File: src/rtl/pipeline_pkg.sv
`default_nettype none
// ============================================================================
// pipeline_pkg : IF/ID layout constants and fetch-state encoding
// Revision     : 1.0
// ============================================================================
package pipeline_pkg;

  localparam int IFID_W         = 96;
  localparam int IFID_PC_MSB    = 95;
  localparam int IFID_PC_LSB    = 32;
  localparam int IFID_INSTR_MSB = 31;
  localparam int IFID_INSTR_LSB = 0;

  // addi x0,x0,0
  localparam logic [31:0] NOP_INSTR = 32'h0000_0013;

  typedef enum logic [1:0] {
    FETCH = 2'd0,
    WAIT  = 2'd1,
    HOLD  = 2'd2
  } fetch_state_e;

endpackage
`default_nettype wire

File: src/rtl/ifid_pipe_reg.sv
`default_nettype none
// ============================================================================
// ifid_pipe_reg : IF/ID register with flush > load > hold-on-stop > bubble
// Revision      : 1.0
// ============================================================================
module ifid_pipe_reg
  import pipeline_pkg::*;
#(
  parameter logic [31:0] BUBBLE_INSTR = NOP_INSTR
) (
  input  logic                clk,
  input  logic                rst_n,
  input  logic                flush_i,
  input  logic                load_i,
  input  logic                stop_i,
  input  logic [63:0]         pc_i,
  input  logic [31:0]         instr_i,
  output logic [IFID_W-1:0]   ifid_o,
  output logic                valid_o
);

  logic [IFID_W-1:0] ifid_q;
  logic              valid_q;

  always_ff @(posedge clk or negedge rst_n) begin
    if (!rst_n) begin
      ifid_q  <= {64'h0, BUBBLE_INSTR};
      valid_q <= 1'b0;
    end else if (flush_i) begin
      ifid_q  <= {64'h0, BUBBLE_INSTR};
      valid_q <= 1'b0;
    end else if (load_i) begin
      ifid_q[IFID_PC_MSB:IFID_PC_LSB]       <= pc_i;
      ifid_q[IFID_INSTR_MSB:IFID_INSTR_LSB] <= instr_i;
      valid_q                               <= 1'b1;
    end else if (!stop_i) begin
      // Empty cycle without a stall: decode sees a bubble tagged with the pc
      ifid_q[IFID_PC_MSB:IFID_PC_LSB]       <= pc_i;
      ifid_q[IFID_INSTR_MSB:IFID_INSTR_LSB] <= BUBBLE_INSTR;
      valid_q                               <= 1'b0;
    end
  end

  assign ifid_o  = ifid_q;
  assign valid_o = valid_q;

endmodule
`default_nettype wire

File: src/rtl/instruction_fetch_stage.sv
`default_nettype none
// ============================================================================
// instruction_fetch_stage : PC owner, single-outstanding imem fetch, IF/ID load
// Revision                : 1.0
// ============================================================================
module instruction_fetch_stage #(
  parameter logic [63:0] RESET_PC  = 64'h0,
  parameter logic [31:0] NOP_INSTR = pipeline_pkg::NOP_INSTR
) (
  input  logic        clk,
  input  logic        rst_n,
  input  logic        stop,
  input  logic        redirect_valid,
  input  logic [63:0] redirect_pc,
  output logic        imem_req_valid,
  input  logic        imem_req_ready,
  output logic [63:0] imem_addr,
  input  logic        imem_rsp_valid,
  input  logic [31:0] imem_rsp_data,
  output logic [95:0] ifid_register,
  output logic        ifid_valid
);

  import pipeline_pkg::*;

  fetch_state_e state_q;
  logic [63:0]  pc_q;
  logic [63:0]  pc_d;
  logic         drop_q;
  logic         req_valid_q;
  logic [31:0]  hold_buf_q;

  logic         w_accept;
  logic         w_rsp;
  logic         w_load;
  logic [31:0]  w_load_instr;
  logic [63:0]  w_redirect_pc;

  assign w_accept      = req_valid_q & imem_req_ready;
  assign w_rsp         = (state_q == WAIT) & imem_rsp_valid;
  assign w_redirect_pc = redirect_pc & ~64'd3;
  assign pc_d          = pc_q + 64'd4;

  assign w_load = ~redirect_valid & ~stop &
                  ((w_rsp & ~drop_q) | (state_q == HOLD));
  assign w_load_instr = (state_q == HOLD) ? hold_buf_q : imem_rsp_data;

  always_ff @(posedge clk or negedge rst_n) begin
    if (!rst_n) begin
      state_q     <= FETCH;
      pc_q        <= RESET_PC;
      drop_q      <= 1'b0;
      req_valid_q <= 1'b0;
      hold_buf_q  <= 32'h0;
    end else if (redirect_valid) begin
      pc_q       <= w_redirect_pc;
      hold_buf_q <= 32'h0;
      case (state_q)
        FETCH: begin
          if (w_accept) begin
            // The request just accepted targets the old path
            state_q     <= WAIT;
            drop_q      <= 1'b1;
            req_valid_q <= 1'b0;
          end else begin
            req_valid_q <= 1'b1;
          end
        end
        WAIT: begin
          if (imem_rsp_valid) begin
            state_q     <= FETCH;
            drop_q      <= 1'b0;
            req_valid_q <= 1'b1;
          end else begin
            drop_q <= 1'b1;
          end
        end
        default: begin
          state_q     <= FETCH;
          drop_q      <= 1'b0;
          req_valid_q <= 1'b1;
        end
      endcase
    end else begin
      case (state_q)
        FETCH: begin
          if (w_accept) begin
            state_q     <= WAIT;
            req_valid_q <= 1'b0;
          end else begin
            req_valid_q <= 1'b1;
          end
        end
        WAIT: begin
          if (imem_rsp_valid) begin
            if (drop_q) begin
              state_q     <= FETCH;
              drop_q      <= 1'b0;
              req_valid_q <= 1'b1;
            end else if (stop) begin
              state_q    <= HOLD;
              hold_buf_q <= imem_rsp_data;
            end else begin
              state_q     <= FETCH;
              pc_q        <= pc_d;
              req_valid_q <= 1'b1;
            end
          end
        end
        HOLD: begin
          if (!stop) begin
            state_q     <= FETCH;
            pc_q        <= pc_d;
            req_valid_q <= 1'b1;
          end
        end
        default: begin
          state_q     <= FETCH;
          drop_q      <= 1'b0;
          req_valid_q <= 1'b1;
        end
      endcase
    end
  end

  assign imem_req_valid = req_valid_q;
  assign imem_addr      = pc_q;

  ifid_pipe_reg #(
    .BUBBLE_INSTR (NOP_INSTR)
  ) u_ifid (
    .clk     (clk),
    .rst_n   (rst_n),
    .flush_i (redirect_valid),
    .load_i  (w_load),
    .stop_i  (stop),
    .pc_i    (pc_q),
    .instr_i (w_load_instr),
    .ifid_o  (ifid_register),
    .valid_o (ifid_valid)
  );

endmodule
`default_nettype wire

File: config.mk
export PLATFORM = sky130hd
export DESIGN_NAME = instruction_fetch_stage
export DESIGN_NICKNAME = d
export VERILOG_FILES = /design/src/rtl/pipeline_pkg.sv /design/src/rtl/ifid_pipe_reg.sv /design/src/rtl/instruction_fetch_stage.sv
export SDC_FILE = /design/constraint.sdc
export NUM_CORES = 1
export LEC_CHECK = 0
export ABC_AREA = 1
export CORE_MARGIN = 3
export CORE_UTILIZATION = 50
export DETAILED_ROUTE_END_ITERATION = 6
export PLACE_DENSITY = 0.81
export RECOVER_POWER = 50
export REMOVE_ABC_BUFFERS = 1
export SLEW_MARGIN = 20
export SYNTH_ARGS = -nofsm -noshare
export SYNTH_HDL_FRONTEND = slang
export SYNTH_HIERARCHICAL = 1
export SYNTH_SLANG_ARGS = --single-unit
export TNS_END_PERCENT = 5
File: constraint.sdc
create_clock -name clk -period 2.91 [get_ports clk]
set_input_delay 0.582 -clock clk [delete_from_list [all_inputs] [get_ports clk]]
set_output_delay 0.582 -clock clk [all_outputs]
set_load 0.02 [all_outputs]
# Word-level counts from Yosys, hierarchy flattened
# Cells that the tools add are included.
[word_totals] reg_bits=197 input_bits=102 output_inout_bits=162 word_cells=77
[op_classes] n_addsub=1 eq_ne=10 muxes=40 bitwise_logic=9 n_reduce_logical=10
[ops] op="96-bit 2-to-1 mux" n=3
[ops] op="64-bit 2-to-1 mux" n=4
[ops] op="32-bit 2-to-1 mux" n=6
[ops] op="64-bit one-hot mux with 2 select lines" n=1
[ops] op="64-bit by 3-bit adder with 64-bit output, second input constant" n=1
[ops] op="2-bit 2-to-1 mux" n=7
[ops] op="1-bit 2-to-1 mux" n=13
[ops] op="3-bit != test, second input constant" n=4
[ops] op="1-bit one-hot mux with 2 select lines" n=3
[ops] op="2-bit one-hot mux with 3 select lines" n=1
[ops] op="3-bit AND reduction" n=2
[ops] op="2-bit nonzero test" n=3
[ops] op="1-bit AND" n=5
[ops] op="2-bit != test, second input constant" n=2
[ops] op="2-bit one-hot mux with 2 select lines" n=1
[ops] op="4-bit AND reduction" n=1
[ops] op="3-bit by 1-bit != test with 1-bit output, second input constant" n=1
[ops] op="1-bit NOT" n=3
[ops] op="1-bit one-hot mux with 3 select lines" n=1
[ops] op="3-bit nonzero test" n=1
[ops] op="2-bit by 1-bit equality test with 1-bit output, second input constant" n=1
[ops] op="2-bit equality test, second input constant" n=1
[ops] op="2-bit logical NOT" n=1
[ops] op="2-bit by 1-bit != test with 1-bit output, second input constant" n=1
[ops] op="other kinds (3)" n=3

# Depth between registers and ports, before layout
# Gate-level depths: netlist of run 1.
[logic_depth] ltp_word=7 depth_mapped=12 mapped_depth_nobuf=12

# Hierarchy
# The synthesis of run 1 kept the hierarchy.
[by_module_without_submodules] module="instruction_fetch_stage" n_inst=1 cells_per_inst=1090 area_each_um2=6812.8 seq_area_each_um2=2452.4
[by_module_without_submodules] module="ifid_pipe_reg" n_inst=1 cells_per_inst=437 area_each_um2=3972.6 seq_area_each_um2=2431.1

# Least setup slack after synthesis of run 1
# OpenSTA, ideal clock, no wires.
[synth_path] path_kind="input port to flip-flop" from="input redirect_valid" to="register u_ifid.ifid_q[37] (netlist: u_ifid/ifid_o[37])" setup_ns=0.066 arrival_ns=2.086 required_time_ns=2.844 slack_ns=0.758 stages=8 path_cell_list="buf_2 -> buf_2 -> a211oi_1 -> inv_1 -> nand2_4 -> buf_2 -> nand3_1 -> nand2_1"
[synth_between] elab_chain_len=5 word_cells_on_any_way=6 classes_between="eq/ne (1); mux (2); bitwise (3)"
[synth_lines] item="start, declared" line="instruction_fetch_stage.sv:13" rtl="input logic redirect_valid,"
[synth_lines] item="1-bit NOT (*)" line="instruction_fetch_stage.sv:44" rtl="assign w_load = ~redirect_valid & ~stop &"
[synth_lines] item="1-bit AND (*) (2 in series)" line="instruction_fetch_stage.sv:44"
[synth_lines] item="net w_load" line="instruction_fetch_stage.sv:35" rtl="logic w_load;"
[synth_lines] item="96-bit 2-to-1 mux" line="ifid_pipe_reg.sv:32" rtl="end else if (load_i) begin"
[synth_lines] item="96-bit 2-to-1 mux" line="ifid_pipe_reg.sv:29" rtl="end else if (flush_i) begin"
[synth_lines] item="end signal, assigned" line="ifid_pipe_reg.sv:30" rtl="ifid_q <= {64'h0, BUBBLE_INSTR};"
[synth_lines] item="end signal, assigned by index" line="ifid_pipe_reg.sv:33" rtl="ifid_q[IFID_PC_MSB:IFID_PC_LSB] <= pc_i;"
[synth_lines] item="end signal, assigned by index" line="ifid_pipe_reg.sv:34" rtl="ifid_q[IFID_INSTR_MSB:IFID_INSTR_LSB] <= instr_i;"
[synth_lines] item="end, declared" line="ifid_pipe_reg.sv:22" rtl="logic [IFID_W-1:0] ifid_q;"
# Mark *: on every way through the listed nets, which the timed path passes. The rest lies on a longest branch.
# A chain may end at the register's enable or synchronous reset.

# Worst setup path after layout of run 1
[layout_path] from="input redirect_valid" to="register hold_buf_q[13]"
[layout_between] elab_chain_len=2 word_cells_on_any_way=6 classes_between="eq/ne (1); mux (1); reduce/logical (4)"
[layout_lines] item="2-bit != test (no source line) / 2-bit nonzero test (equally long branches)"
[layout_lines] item="4-bit AND reduction (no source line)"
[layout_lines] item="end signal, assigned" line="instruction_fetch_stage.sv:102" rtl="hold_buf_q <= imem_rsp_data;"
[layout_lines] item="end, declared" line="instruction_fetch_stage.sv:31" rtl="logic [31:0] hold_buf_q;"
# Several ways; a longest one is shown, not always the timed one.

==> results of run 1 <==
## layout make-up
cell class	instances	area share [%]
clock buffer	18	3.10
multi-input combinational	1126	35.5
antenna	1	0.0177
sequential	195	34.5
inverter	124	3.30
clock inverter	14	1.25
tap	275	2.43
timing repair buffer	279	19.9
## state kept, by name (all words and copies together) (netlist names)
register and flops:
hold_buf_q 32, u_ifid/valid_o 1, drop_q 1, u_ifid/ifid_o 96, imem_addr 62, state_q 2
imem_req_valid 1
## cells by family (layout without fill, tap and decap cells)
| family | count (synthesis) | after routing | share of synthesized area (%) |
|---|---|---|---|
| buffers and inverters | 209 | 435 | 8.26 |
| and+or+nand+nor | 943 | 943 | 37.6 |
| adders and majority gates | 1 | 1 | 0.116 |
| DFF | 195 | 195 | 45.3 |
| xor gates and xnor gates | 2 | 2 | 0.162 |
| other | 1 | 5 | 0.0348 |
| AOI/OAI and AO/OA | 176 | 176 | 8.57 |
## cell usage after synthesis
cell / number / area share (%)
a31oi_1: 3 / 0.17
a211oi_1: 2 / 0.14
nor2_2: 9 / 0.52
nand3_2: 3 / 0.28
o31ai_1: 1 / 0.070
a21boi_0: 1 / 0.070
dfstp_2: 3 / 0.73
nand4_1: 7 / 0.41
nor4_1: 1 / 0.058
clkbuf_1: 22 / 0.77
nor2_4: 8 / 0.84
dfrtp_1: 192 / 45
inv_1: 121 / 4.2
ha_1: 1 / 0.12
o21ai_0: 101 / 4.7
nand2_2: 3 / 0.17
or2_2: 3 / 0.17
nand2_4: 5 / 0.52
buf_8: 1 / 0.14
inv_2: 3 / 0.10
o21bai_1: 1 / 0.070
conb_1: 1 / 0.035
buf_2: 40 / 1.9
o22ai_1: 5 / 0.29
nand2_1: 461 / 16
nand3b_1: 1 / 0.070
a21oi_1: 38 / 1.8
nor2_1: 174 / 6.1
o21ai_2: 1 / 0.081
nor3_1: 1 / 0.046
nand3_1: 267 / 12
buf_1: 11 / 0.38
xnor2_1: 2 / 0.16
buf_6: 1 / 0.10
a2bb2oi_1: 4 / 0.32
buf_4: 10 / 0.70
a22oi_1: 1 / 0.070
o21ai_1: 18 / 0.84
## final timing paths
path / start / end / slack, ns / depth (start not counted)
max: redirect_valid / hold_buf_q[13] / 0.49 / 7
min: stop / u_ifid/ifid_o[0] / 0.48 / 3
max reg2reg: state_q[1] / hold_buf_q[13] / 0.55 / 7
min reg2reg: u_ifid/ifid_o[4] / u_ifid/ifid_o[4] / 0.49 / 2
max in group asynchronous: rst_n / imem_addr[12] / 0.76 / 2
min in group asynchronous: rst_n / u_ifid/ifid_o[95] / 0.67 / 1
## through the flow
stage          setup TNS, ns  hold slack (ns)  cell area, sq um  setup WS [ns]  std cells
2_1_floorplan        -138.55            0.286             10400          -1.53       1445
3_3_place_gp               0            0.476             13600          0.238       1999
3_5_place_dp               0            0.479             13600          0.179       1999
4_1_cts                    0            0.191             14200          0.624       2031
5_1_grt                    0            0.462             14200          0.253       2032
6_report                   0            0.478             14200          0.487       2032
## placed cells by master (no fill, tap or decap), types with 17 or more instances in the layout
master	count
dlygate4sd3_1	65
clkbuf_16	17
o21ai_0	101
nor2_1	174
dfrtp_1	192
a21oi_1	38
clkdlybuf4s50_1	191
nand2_1	460
inv_1	120
o21ai_1	18
nand3_1	267
## power breakdown
part	total [mW]	leakage, nW	switching, mW	internal, mW
Combinational	3.08	4.08	1.80	1.28
Clock	2.42	0.298	1.22	1.19
Sequential	3.85	2.51	0.683	3.17
## critical path: stages
cell	delay (ns)
buf_2	0.21
inv_4	0.27
buf_4	0.44
o21ai_4	0.09
clkbuf_2	0.64
nand3_1	0.30
o21ai_0	0.14
## layer usage
metal | up-vias | wire length (microns) | GRT usage (%) | share of wire (%)
li1 | 5343 | - | - | -
met1 | 5336 | 14700 | 40.1 | 42
met2 | 449 | 16800 | 47.6 | 48
met3 | 67 | 2560 | 5.24 | 7.3
met4 | 0 | 1010 | 11.1 | 2.9
met5 | - | 0 | 0 | 0
==> results.md, run 1 <==
* Fin Clk Skew at 0.0152 ns
* DP HPWL at approximately 24,000 microns
* Largest net degree at the start of global routing at 98
* Worst-Margin Slew at about 2 ns
* RSZ-0062 raised after global routing: no
* WP data arrival at ~2.7 ns
* Highest clock rate at ~0.41 GHz
* Final Hold Violating Endpoints at 0
* Hold buffers post-CTS at 0
* Iter 0 DRT Violations at roughly 810
* First-pass GRT wire length at ~56,000 microns
* H-tree depth at 4
* Period utilization at roughly 83%
* Post-CTS setup buffers at 0
* Final net count at 1,846
* Slew HR at -30.7%
* Avg Vias per Cell at around 5.5
* Die W at around 150 microns
* Crit Path Max Fanout at 64
* CP endpoint kind: flip-flop
* Synthesis warning total at 6
* Final setup violation count at 0
* CP Launch Type: input pin
* # rows at 53
* Fin. max-slew vios at 70
* Register area share after synthesis at between 40 and 50%
* CTS tree: built
* Num Clock Sinks at around 200
* Layout cells sized above 1 at roughly 5.4%
* Cells after synthesis at between 1,500 and 2,000
* Layout area overhead at 31.3%
* Syn Area/Cell at a little over 7 sq um
* Routed Antenna Nets at 0
* Fill cells at approximately 1,800
* Worst skew pair latency at between 0.4 and 0.5 ns
* Antenna violations before repair at 1
* Status: complete, but fails checks
* Gr usage total at 29.5%
* Max-Cap Viols at 1
* Die ar. at 23,400 sq um
* Multi-input combinational cell area at ~5000 sq um
* Core ar. at around 21,000 sq um
* Fin crit period at 2.42 ns
* CTS buffer count at 17
* P_leak at a little under 7 nW
* DR DRC count at 0
* Yosys reg bits at just under 200
* Worst path required time at ~3.2 ns
* Power per cell area at 660 nW/um^2
* Tot Pwr at just over 9 mW
* Core Util, Final at roughly two thirds
* Port Buffers at approximately 260
* Crit path kind: in -> reg
* Clock transition at the registers of the reported paths at 0.08 ns
* Total gr overflow at 0
* Peak VDD IR at a little under 400 uV
* Post-CTS Resized at 0
* Routed vias at roughly 11,000
* Root Buffer: clkbuf_16
* Die span in y at ~150 microns
* Distinct cells, synth at 38
* Drt first pass iters at 5
* Failing checks: max-capacitance violations, max-slew violations
* Clk buf depth at 2
* Initial core utilization at around 51%
* Final wirelength at about 35,000 microns
* Hold Path Class: in -> reg
* Cell area after synthesis at 10,800 sq um
* IO Pins at roughly 260
* RePlAce Congestion at roughly 0.97
* Register area at between 4000 and 5000 sq um
* Vias in the first global route at ~11,000
* Routed wire per std cell at 17.2 microns
No activity file was read; power rests on OpenSTA's default activity.
==> inputs of run 2 (changes only) <==
==> constraint.sdc (replaced) <==
create_clock -name clk -period 2.4 [get_ports clk]
set_input_delay 0.48 -clock clk [delete_from_list [all_inputs] [get_ports clk]]
set_output_delay 0.48 -clock clk [all_outputs]
set_load 0.02 [all_outputs]
==> run 2 against run 1 <==
Sequential share of layout area unchanged. Largest cell class unchanged. Critical path depth decreased by 6. Via count decreased by 0.11%. Critical path type is now reg -> out. Clock-buffer cell count unchanged. Core utilization unchanged. Die area unchanged. Routed wire length increased by 0.18%. The flow still finishes with violations (max-capacitance violations, max-slew violations). Hold slack got worse by 0.083 ns. Clock power increased by 20%.
==> results.md, run 2 (synthesis results as in run 1) <==
* Status: complete, but fails checks (unchanged)
* Failing checks: max-capacitance violations, max-slew violations (unchanged)
* DP HPWL at 24,500 microns (was 24,200 microns)
* Crit path kind: reg -> out (was in -> reg)
* Drt first pass iters at 5 (unchanged)
* Fin. max-slew vios at 81 (was 70)
* Iter 0 DRT Violations at 877 (was 806)
* Finished Layout Cells at 2,040 (was 2,032)
* Most frequent cells in the layout: nand2_1 (461), nand3_1 (267), clkdlybuf4s50_1 (227) (was nand2_1 (460), nand3_1 (267), dfrtp_1 (192))
* Antenna violations before repair at 3 (was 1)
* Die W at 153 microns (unchanged)
* DR DRC count at 0 (unchanged)
* Worst R2R Start: state_q[1] (unchanged)
* CP Launch Type: flip-flop (was input pin)
* Worst Reg-to-Reg Cells at 8 (was 7)
* CTS tree: built (unchanged)
* Tot Pwr at 11.3 mW (was 9.35 mW)
* WP data arrival at 1.74 ns (was 2.69 ns)
* Fin Clk Skew at 0.0138 ns (was 0.0152 ns)
* Largest delay share family, worst path: buffers and inverters (unchanged)
* Routed vias at 11,200 (about the same)
* Clock transition at the registers of the reported paths at 0.08 ns (about the same)
* Crit Path Max Fanout at 8 (was 64)
* Avg Vias per Cell at 5.48 (was 5.51)
* Final Hold Violating Endpoints at 0 (unchanged)
* Core ar. at 21,100 sq um (unchanged)
* # rows at 53 (unchanged)
* Fill cells at 1,815 (was 1,768)
* CP endpoint kind: output port (was flip-flop)
* Final wirelength at 35,100 microns (was 35,000 microns)
* Worst-Margin Slew at 1.89 ns (was 1.96 ns)
* R2r endpoint: imem_addr[19] (was hold_buf_q[13])
* Routed Antenna Nets at 0 (unchanged)
* Clk buf depth at 2 (unchanged)
* Num Clock Sinks at 195 (unchanged)
* Min-delay src: stop (unchanged)
* Hold Path Class: in -> reg (unchanged)
* Port Buffers at 259 (unchanged)
* Post-CTS Resized at 0 (unchanged)
* Die span in y at 153 microns (unchanged)
* Crit path buf inv count at 1 (was 4)
* Root Buffer: clkbuf_16 (unchanged)
* Final net count at 1,852 (was 1,846)
* P_leak at 6.80 nW (was 6.89 nW)
* Placed cell count at 2,005 (was 1,999)
* Period utilization at about 92%
* IO Pins at 264 (unchanged)
* Die ar. at 23,400 sq um (unchanged)
* RSZ-0062 raised after global routing: no (unchanged)
* Fin crit period at 2.22 ns
* Routed wire per std cell at 17.2 microns (about the same)
* Most common cell after layout, fill and taps aside: nand2_1 (unchanged)
* Worst skew pair latency at 0.45 ns (was 0.44 ns)
* Layout area overhead at 31.3% (unchanged)
* Layout cells sized above 1 at 5.28% (was 5.35%)
* Initial core utilization at 51.1% (unchanged)
* Vias in the first global route at 10,700 (about the same)
* Critical Path Slowest Stage Cell: clkdlybuf4s50_1 (was clkbuf_2)
* H-tree depth at 4 (unchanged)
* Largest net degree at the start of global routing at 103 (was 98)
* Post-CTS setup buffers at 0 (unchanged)
* Max-Cap Viols at 1 (unchanged)
* Hold worst-path end: u_ifid/ifid_o[88] (was u_ifid/ifid_o[0])
* Largest register FFs at 96 (unchanged)
* RePlAce Congestion at 0.974 (about the same)
* Hold buffers post-CTS at 0 (unchanged)
* Total gr overflow at 0 (unchanged)
* Peak VDD IR at 435 uV (was 390 uV)
* CTS buffer count at 17 (unchanged)
* Slew HR at -26.0% (was -30.7%)
* Worst path max stage delay at 0.70 ns (was 0.64 ns)
* Final setup violation count at 0 (unchanged)
* Worst path required time at 1.92 ns (was 3.18 ns)
* R2R Setup Slk at 0.33 ns (was 0.55 ns)
* First-pass GRT wire length at 56,000 microns (was 56,400 microns)
* Power per cell area at 801 nW/um^2 (was 660 nW/um^2)
* Critical path, cell by cell: clkdlybuf4s50_1 (was buf_2, inv_4, buf_4, o21ai_4, clkbuf_2, nand3_1, o21ai_0)
* Hold Path Stages at 3 (unchanged)
* Highest clock rate at between 0.4 and 0.5 GHz
* Gr usage total at 29.3% (was 29.5%)
run 2: changes by cell type in the layout (fill, tap and decap cells not counted), sizes merged:
cell and delta:
clkdlybuf4s50 +36, clkbuf +1, buf +5, dlygate4sd3 -36
clkinvlp +1, diode +2, clkinv -1
run 2: area by class of cell:
| cell class | instances | area (sq um) | area share [%] |
|---|---|---|---|
| sequential | 195 | 4880 | 34.5 |
| clock inverter | 14 | 166 | 1.17 |
| antenna | 3 | 7.51 | 0.0530 |
| multi-input combinational | 1126 | 5010 | 35.3 |
| timing repair buffer | 285 | 2860 | 20.2 |
| tap | 275 | 344 | 2.43 |
| inverter | 124 | 468 | 3.30 |
| clock buffer | 18 | 429 | 3.03 |
run 2: through the flow:
step                      setup TNS (ns)  worst slack [ns]  area, sq um  util (%)  hold WS, ns
after floorplan                  -226.78             -1.94        10400         -        0.184
after global placement                 0             0.182        13600      64.7        0.475
after detailed placement               0             0.137        13600      64.7        0.480
after CTS                              0             0.192        14200      67.6       0.0444
after global routing                   0             0.129        14200      67.2        0.385
final                                  0             0.185        14200      67.2        0.395
run 2: metal layers:
metal  vias up  share of wire, %  global-route usage (%)
li1       5366                 -                       -
met1      5257                43                    40.7
met2       494                47                    46.9
met4         0               2.9                    11.0
met5         -                 0                       0
met3        66               7.3                    4.50
run 2: worst max-delay path by stage:
stage / start / cells past startpoint / endpoint
2_1_floorplan: redirect_valid / 6 / imem_addr[13]
6_report: imem_addr[59] / 1 / imem_addr[59]
5_1_grt: state_q[1] / 8 / imem_addr[15]
3_3_place_gp: imem_rsp_valid / 8 / u_ifid/ifid_o[63]
3_5_place_dp: imem_rsp_valid / 8 / u_ifid/ifid_o[50]
4_1_cts: imem_addr[59] / 1 / imem_addr[59]
run 2: report_power, final:
| group | internal (mW) | switching, mW | leakage, nW |
|---|---|---|---|
| clock | 1.41 | 1.49 | 0.285 |
| sequential | 3.85 | 0.827 | 2.51 |
| combinational | 1.59 | 2.18 | 4.00 |
==> inputs of run 3 (changes only) <==
--- a/config.mk
+++ b/config.mk
@@ -8,6 +8,7 @@
 export ABC_AREA = 1
 export CORE_MARGIN = 3
 export CORE_UTILIZATION = 50
+export CTS_CLUSTER_SIZE = 16
 export DETAILED_ROUTE_END_ITERATION = 6
 export PLACE_DENSITY = 0.81
 export RECOVER_POWER = 50
==> results of run 3 <==
Final layout, timing and power as in run 2 (identical DEF).
